--- src/rtl/sig_control_timed.sv ---
// Timed highway/country traffic signal controller with pedestrian walk.
// Highway has priority; country green is bounded by min/max timers.
module sig_control_timed #(
    parameter int MIN_HWY_GREEN   = 8,
    parameter int YELLOW_TIME     = 3,
    parameter int ALL_RED_TIME    = 2,
    parameter int MIN_CNTRY_GREEN = 4,
    parameter int MAX_CNTRY_GREEN = 10,
    parameter int TIMER_W         = 8
) (
    input  logic       clock,
    input  logic       clear,
    input  logic       X,
    input  logic       ped_req,
    output logic [1:0] hwy,
    output logic [1:0] cntry,
    output logic       walk,
    output logic       ped_pending,
    output logic [2:0] phase
);

    typedef enum logic [2:0] {
        HG   = 3'd0,
        HY   = 3'd1,
        AR1  = 3'd2,
        CG   = 3'd3,
        CY   = 3'd4,
        AR2  = 3'd5,
        BAD6 = 3'd6,
        BAD7 = 3'd7
    } state_e;

    localparam logic [1:0] RED    = 2'd0;
    localparam logic [1:0] YELLOW = 2'd1;
    localparam logic [1:0] GREEN  = 2'd2;

    localparam logic [TIMER_W-1:0] T_HG_MIN = TIMER_W'(MIN_HWY_GREEN - 1);
    localparam logic [TIMER_W-1:0] T_YEL    = TIMER_W'(YELLOW_TIME - 1);
    localparam logic [TIMER_W-1:0] T_AR     = TIMER_W'(ALL_RED_TIME - 1);
    localparam logic [TIMER_W-1:0] T_CG_MIN = TIMER_W'(MIN_CNTRY_GREEN - 1);
    localparam logic [TIMER_W-1:0] T_CG_MAX = TIMER_W'(MAX_CNTRY_GREEN - 1);
    localparam logic [TIMER_W-1:0] CNT_SAT  = '1;

    state_e             state_q, state_d;
    logic [TIMER_W-1:0] cnt_q, cnt_d;
    logic               ped_q, ped_d;

    logic hwy_ready;
    logic cg_done;

    assign hwy_ready = (cnt_q >= T_HG_MIN) && (X || ped_q);
    assign cg_done   = ((cnt_q >= T_CG_MIN) && !X) || (cnt_q == T_CG_MAX);

    always_ff @(posedge clock or posedge clear) begin
        if (clear) begin
            state_q <= HG;
            cnt_q   <= '0;
            ped_q   <= 1'b0;
        end else begin
            state_q <= state_d;
            cnt_q   <= cnt_d;
            ped_q   <= ped_d;
        end
    end

    always_comb begin
        state_d = state_q;
        unique case (state_q)
            HG:  if (hwy_ready)      state_d = HY;
            HY:  if (cnt_q == T_YEL) state_d = AR1;
            AR1: if (cnt_q == T_AR)  state_d = CG;
            CG:  if (cg_done)        state_d = CY;
            CY:  if (cnt_q == T_YEL) state_d = AR2;
            AR2: if (cnt_q == T_AR)  state_d = HG;
            default:                 state_d = HG;
        endcase
    end

    // Phase timer restarts on any state change and saturates otherwise.
    always_comb begin
        cnt_d = cnt_q;
        if (state_d != state_q) begin
            cnt_d = '0;
        end else if (cnt_q != CNT_SAT) begin
            cnt_d = cnt_q + 1'b1;
        end
    end

    // Entering CG serves the request; that clear beats a same-edge press.
    always_comb begin
        ped_d = ped_q;
        if (ped_req && (state_q != CG)) begin
            ped_d = 1'b1;
        end
        if ((state_d == CG) && (state_q != CG)) begin
            ped_d = 1'b0;
        end
    end

    always_comb begin
        hwy   = RED;
        cntry = RED;
        walk  = 1'b0;
        unique case (state_q)
            HG: hwy = GREEN;
            HY: hwy = YELLOW;
            CG: begin
                cntry = GREEN;
                walk  = 1'b1;
            end
            CY: cntry = YELLOW;
            default: begin
                hwy   = RED;
                cntry = RED;
            end
        endcase
    end

    assign phase       = state_q;
    assign ped_pending = ped_q;

endmodule

--- config.mk ---
export PLATFORM = sky130hd
export DESIGN_NAME = sig_control_timed
export DESIGN_NICKNAME = d
export VERILOG_FILES = /design/src/rtl/sig_control_timed.sv
export SDC_FILE = /design/constraint.sdc
export NUM_CORES = 1
export LEC_CHECK = 0
export ABC_CLOCK_PERIOD_IN_PS = 3090
export BUFFER_PORTS_ARGS = -buffer_cell sky130_fd_sc_hd__buf_4
export CORE_ASPECT_RATIO = 1.4
export CORE_MARGIN = 2
export CORE_UTILIZATION = 30
export CTS_CLUSTER_SIZE = 40
export DETAILED_ROUTE_END_ITERATION = 7
export GPL_TIMING_DRIVEN = 0
export SLEW_MARGIN = 20
export SYNTH_ARGS = -nofsm -noshare
export SYNTH_HDL_FRONTEND = slang
export SYNTH_SLANG_ARGS = --single-unit
--- constraint.sdc ---
create_clock -name clock -period 3.09 [get_ports clock]
set_input_delay 0 -clock clock [delete_from_list [all_inputs] [get_ports clock]]
set_output_delay 0 -clock clock [all_outputs]
set_load 0.03 [all_outputs]
==> results of run 1 <==
==> layer usage <==
metal,routed length (µm),vias to the layer above,GRT usage
met1,861,367,0.154
met4,8,0,0.0521
li1,-,401,-
met3,92,2,0.0218
met2,981,19,0.248
met5,0,-,0
==> per-stage QoR <==
step           utilization  power [mW]  cell area (µm²)  hold WS [ns]
2_1_floorplan            -       0.720              882        -0.135
3_5_place_dp         0.361       0.883             1020        0.0623
6_report             0.379        1.02             1070        0.0141
5_1_grt              0.379        1.11             1070        0.0203
4_1_cts              0.379        1.03             1070        0.0130
3_3_place_gp         0.361       0.870             1020        0.0645
==> critical path, stage by stage (launching register included) <==
cell,delay (ns)
dfrtp_1,0.42
ha_1,0.17
clkbuf_2,0.21
nand3_1,0.15
nor3_1,0.59
mux2_2,0.40
nor3_1,0.14
==> cells by family after synthesis <==
logic type                 Yosys count  share of synthesized area
and+or+nand+nor                     48                      0.279
xor gates and xnor gates             1                    0.00993
DFF                                 12                      0.340
muxes                                5                     0.0582
buffers and inverters               11                     0.0624
adders and majority gates            3                     0.0426
AOI/OAI and AO/OA                   21                      0.207
==> how the worst max path moves through the flow <==
stage | endpoint | slack, ns | depth (start not counted) | startpoint
CTS | cnt_q[1] | 0.90 | 6 | cnt_q[1]
finish | cnt_q[1] | 0.92 | 6 | cnt_q[0]
detailed placement | cnt_q[1] | 0.92 | 6 | cnt_q[1]
global placement | cnt_q[1] | 0.99 | 6 | cnt_q[0]
floorplan | cnt_q[0] | 0.92 | 5 | phase[2]
global route | cnt_q[1] | 0.74 | 6 | cnt_q[1]
==> final cells by class <==
| cell class | count | area, µm² |
|---|---|---|
| well taps | 37 | 46.3 |
| flip-flops and latches | 12 | 300 |
| multi-input cells | 78 | 527 |
| fillers | 294 | 1750 |
| plain buffers | 6 | 36.3 |
| inverters | 5 | 18.8 |
| clock buffers | 3 | 41.3 |
| repair buffers | 13 | 100 |
==> Yosys cell counts, types with 2 or more instances <==
cell type | count | area (µm²)
nor2_1 | 14 | 52.6
dfrtp_1 | 12 | 300
nand2_1 | 8 | 30.0
nor3_1 | 6 | 30.0
inv_1 | 5 | 18.8
mux2i_1 | 4 | 40.0
nand3_1 | 4 | 20.0
o21ai_0 | 4 | 20.0
a31oi_1 | 3 | 18.8
ha_1 | 3 | 37.5
nand3b_1 | 3 | 22.5
a21oi_1 | 2 | 10.0
clkbuf_1 | 2 | 7.51
nand2b_1 | 2 | 12.5
nor2b_1 | 2 | 12.5
nor3b_1 | 2 | 15.0
o211ai_1 | 2 | 15.0
==> state kept, by name, summed over array words and instances (netlist names) <==
name and cells:
ped_pending 1, phase 3, cnt_q 8
==> power by group through the flow <==
stage / Sequential, mW / Combinational [mW] / Clock (mW)
after floorplan: 0.279 / 0.440 / 0
after global placement: 0.257 / 0.614 / 0
after detailed placement: 0.260 / 0.623 / 0
after CTS: 0.257 / 0.628 / 0.147
after global routing: 0.266 / 0.686 / 0.153
final: 0.257 / 0.624 / 0.139
==> what timing repair did <==
item / 4_1_cts / 5_1_grt
endpoints found under the setup margin: 0 / 0
hold endpoints to repair: 12 / 0
hold buffers: 1 / 0
==> out/metrics.csv, run 1 <==
metric,value,unit
port_buffers,12,
num_vias,789,
yosysUniqueCellTypes,40,
power_density,953,nW/µm²
rsz0062_at_grt,no,
core_area,2820,µm²
dp_cells,150,
clock_path_buffers,2,
firstDrtPassIters,4,
vdd_drop_max,0.380,mV
cts_sinks,12,
finalSetupViolations,0,
gp_congestion,0.808,
dieArea,3400,µm²
fp.dieW,49.8,µm
power_frac_comb,0.612,
reg2reg_slack,0.92,ns
antenna_found_initial,0,
min_from,ped_req,
htree_levels,1,
num_rows,23,
grt_start_max_net_pins,13,
place.detailed.hpwl,1.50,mm
routed_wl,1.94,mm
final_common_cell,nor2_1,
outcome,finished clean,
cts_root_buffer,clkbuf_8,
drv_slew,0,
r2r_end,cnt_q[1],
grt_usage,0.134,
antenna_cells,0,
worst_slew_pin_slew,0.666,ns
period_share,0.702,
p_int,0.538,mW
synth_edf_count,0,
swShare,0.472,
hp-class,input pin to flip-flop,
avgRoutedWirePerCell,12.6,µm
seq_power_share,0.252,
area_growth,21.3,%
worstReg2RegStart,cnt_q[0],
postRouteAntennaNets,0,
hold_path_end,ped_pending,
drv_cap,0,
synthesis.nets,108,
maxSlewHeadroom,0.553,
yosysSeqAreaShare,0.340,
insertion_delay,0.24,ns
worst_slack,0.921,ns
cp_max_fo,8,
nNetsFinal,126,
skew,0.00251,ns
cts_tree,built,
cts-resized-gates,0,
syn_area_per_cell,8.73,µm²
grt_pass1_wl,3.43,mm
p_clk_frac,0.136,
max_freq,0.461,GHz
synth_ff_type,dfrtp_1,
holdPathStages,3,
ys_ff_latch,12,
final-hold-violation-count,0,
die_h,68.2,µm
synth_area,882,µm²
start_kind,flip-flop,
r2r_cells,6,
required,3.24,ns
switching_power,0.481,mW
layout_common_cells,"14 x nor2_1, 13 x buf_4, 12 x dfrtp_1",
worstPathArrival,2.32,ns
path_clk_slew,0.05,ns
drc_errors,0,
final_cells,154,
postCtsSetupRepairBufs,0,
ios,13,
drive_gt1_frac,0.214,
initial_core_util,0.313,
grt_pass1_vias,777,
worstSetupPathType,flip-flop to flip-flop,
drt_iter0_markers,5,
leakagePower,0.447,nW
end_kind,flip-flop,
via_per_inst,5.12,
syn_inst,101,
pre_cts_slack,0.916,ns
cts_buffers,3,
final.min_clock_period,2.17,ns
grt-ovfl-total,0,
async_flop_share,1.00,
tns,0,ns
yosysWarnings,0,
Note: power is estimated with default switching activity, not from simulation.
==> inputs of run 2 (changes only) <==
Settings changed: ABC_CLOCK_PERIOD_IN_PS 3090 to 1750.
Clock period 3.09 ns to 1.75 ns, I/O delays scaled along.
==> run 2 against run 1 <==
Effect of this change: the run now ends with setup timing left; maximum frequency increased by 18%; sequential power increased by 77%; wire length increased by 17%; non-clock buffer count increased by 6; sequential cell count unchanged; die area unchanged; combinational power increased by 110%; register-to-register slack got worse by 1.0 ns; total power increased by 99%; core utilization increased by 4.3 points; sequential share of layout area decreased by 2.8 points; hold slack improved by 0.0029 ns; largest cell class unchanged.
==> out/metrics.csv, run 2 (synthesis results as in run 1) <==
metric,value,unit,change
final.min_clock_period,1.84,ns,was 2.17 ns
top_register,cnt_q,,unchanged
core_area,2820,µm²,unchanged
ios,13,,unchanged
switching_power,0.953,mW,was 0.481 mW
insertion_delay,0.24,ns,about the same
cts_root_buffer,clkbuf_8,,unchanged
grt_pass1_vias,761,,was 777
area_growth,34.9,%,was 21.3%
avgRoutedWirePerCell,14.2,µm,was 12.6 µm
leakagePower,0.503,nW,was 0.447 nW
place.detailed.hpwl,1.60,mm,was 1.50 mm
max_freq,0.543,GHz,was 0.461 GHz
drv_cap,0,,unchanged
path_clk_slew,0.05,ns,about the same
path_cells,or4_4 -> o311ai_4 -> o211ai_4 -> nor4_2,,was ha_1 -> clkbuf_2 -> nand3_1 -> nor3_1 -> mux2_2 -> nor3_1
drive_gt1_frac,0.333,,was 0.214
routed_wl,2.27,mm,was 1.94 mm
final_area,1190,µm²,was 1070 µm²
seq_power_share,0.225,,was 0.252
num_rows,23,,unchanged
placed_area,1040,µm²,was 1020 µm²
htree_levels,1,,unchanged
finalSetupViolations,9,,was 0
outcome,finished with violations,,was finished clean
gp_congestion,0.870,,was 0.808
final-hold-violation-count,0,,unchanged
num_vias,847,,was 789
final_common_cell,buf_4,,was nor2_1
period_share,1.05,,was 0.702
initial_core_util,0.313,,unchanged
cpMaxStageDelayCell,or4_4,,was nor3_1
cp_max_fo,8,,unchanged
dieArea,3400,µm²,unchanged
grt_pass1_wl,3.48,mm,was 3.43 mm
swShare,0.470,,was 0.472
nNetsFinal,132,,was 126
vdd_drop_max,0.611,mV,was 0.380 mV
drv_slew,0,,unchanged
antenna_found_initial,0,,unchanged
port_buffers,12,,unchanged
worst_slew_pin_slew,0.540,ns,was 0.666 ns
cts_sinks,12,,unchanged
firstDrtPassIters,4,,unchanged
drt_iter0_markers,6,,was 5
rsz0062_at_grt,yes,,was no
power_density,1700,nW/µm²,was 953 nW/µm²
hp-class,input pin to flip-flop,,unchanged
grt-ovfl-total,0,,unchanged
required,1.89,ns,was 3.24 ns
via_per_inst,5.29,,was 5.12
cts_buffers,3,,unchanged
p_int,1.07,mW,was 0.538 mW
worstPathArrival,1.98,ns,was 2.32 ns
start_kind,flip-flop,,unchanged
violations,setup timing,,
largest_reg_flops,8,,unchanged
postRouteAntennaNets,0,,unchanged
fp.dieW,49.8,µm,unchanged
pre_cts_slack,-0.244,ns,was 0.916 ns
worstSetupPathType,flip-flop to flip-flop,,unchanged
antenna_cells,0,,unchanged
power_frac_comb,0.651,,was 0.612
layout_common_cells,"20 x buf_4, 14 x nor2_1, 12 x dfrtp_1",,"was 14 x nor2_1, 13 x buf_4, 12 x dfrtp_1"
cpPeakStageDelay,0.61,ns,was 0.59 ns
worst_slack,-0.0928,ns,was 0.921 ns
tns,-0.440,ns,was 0 ns
cts_tree,built,,unchanged
fin_total_pwr,2.03,mW,was 1.02 mW
maxSlewHeadroom,0.640,,was 0.553
die_h,68.2,µm,unchanged
grt_usage,0.139,,was 0.134
p_clk_frac,0.125,,was 0.136
end_kind,flip-flop,,unchanged
clock_path_buffers,2,,unchanged
grt_start_max_net_pins,13,,unchanged
drc_errors,0,,unchanged
skew,0.00360,ns,was 0.00251 ns
run 2: cell types whose count changed in the layout (fill, tap and decap cells not counted), moves of 2 or more:
cell	change
buf_4	+7
nor3_1	-4
nor3_4	+3
o21ai_0	-2
o21ai_1	+2
run 2: worst max-delay path: cells and delay by family, from the launching register on:
family / cells / cell delay (ns)
simple gates: 2 / 0.81
compound gates: 2 / 0.52
flops: 1 / 0.40
run 2: area by class of cell:
class | count | area [µm²]
well taps | 37 | 46.3
repair buffers | 20 | 153
inverters | 5 | 18.8
plain buffers | 5 | 33.8
fillers | 309 | 1630
clock buffers | 3 | 41.3
flip-flops and latches | 12 | 300
multi-input cells | 78 | 597
run 2: final timing paths:
kind                       slack [ns]  cells after the start   startpoint     endpoint
max in group asynchronous        1.07                      3        clear     cnt_q[1]
min                              0.02                      3      ped_req  ped_pending
min in group asynchronous        0.34                      3        clear  ped_pending
max                             -0.09                      4     cnt_q[5]     cnt_q[2]
max reg2reg                     -0.09                      4     cnt_q[5]     cnt_q[2]
min reg2reg                      0.57                      2  ped_pending  ped_pending
run 2: power groups by stage:
stage                     clock (mW)  combinational, mW  sequential (mW)
after floorplan                    0              0.811            0.502
after global placement             0               1.13            0.462
after detailed placement           0               1.14            0.467
after CTS                      0.261               1.26            0.461
after global routing           0.267               1.44            0.465
final                          0.253               1.32            0.455
run 2: what timing repair did:
item	in CTS	in global routing
hold endpoints to repair	12	0
pin swaps	3	10
endpoints found under the setup margin	10	11
setup buffers	4	4
hold buffers	1	0
resized for setup	5	9
run 2: metrics by stage:
step | util | std cells | hold slack [ns]
5_1_grt | 0.422 | 160 | 0.0644
4_1_cts | 0.410 | 158 | 0.0197
3_5_place_dp | 0.370 | 150 | 0.0645
2_1_floorplan | - | 101 | -0.135
3_3_place_gp | 0.370 | 150 | 0.0548
6_report | 0.422 | 160 | 0.0170
run 2: metal layers:
layer  track usage  part of all wire
met1         0.149              0.41
met2         0.258              0.55
met3        0.0218             0.035
met4        0.0764            0.0097
met5             0                 0
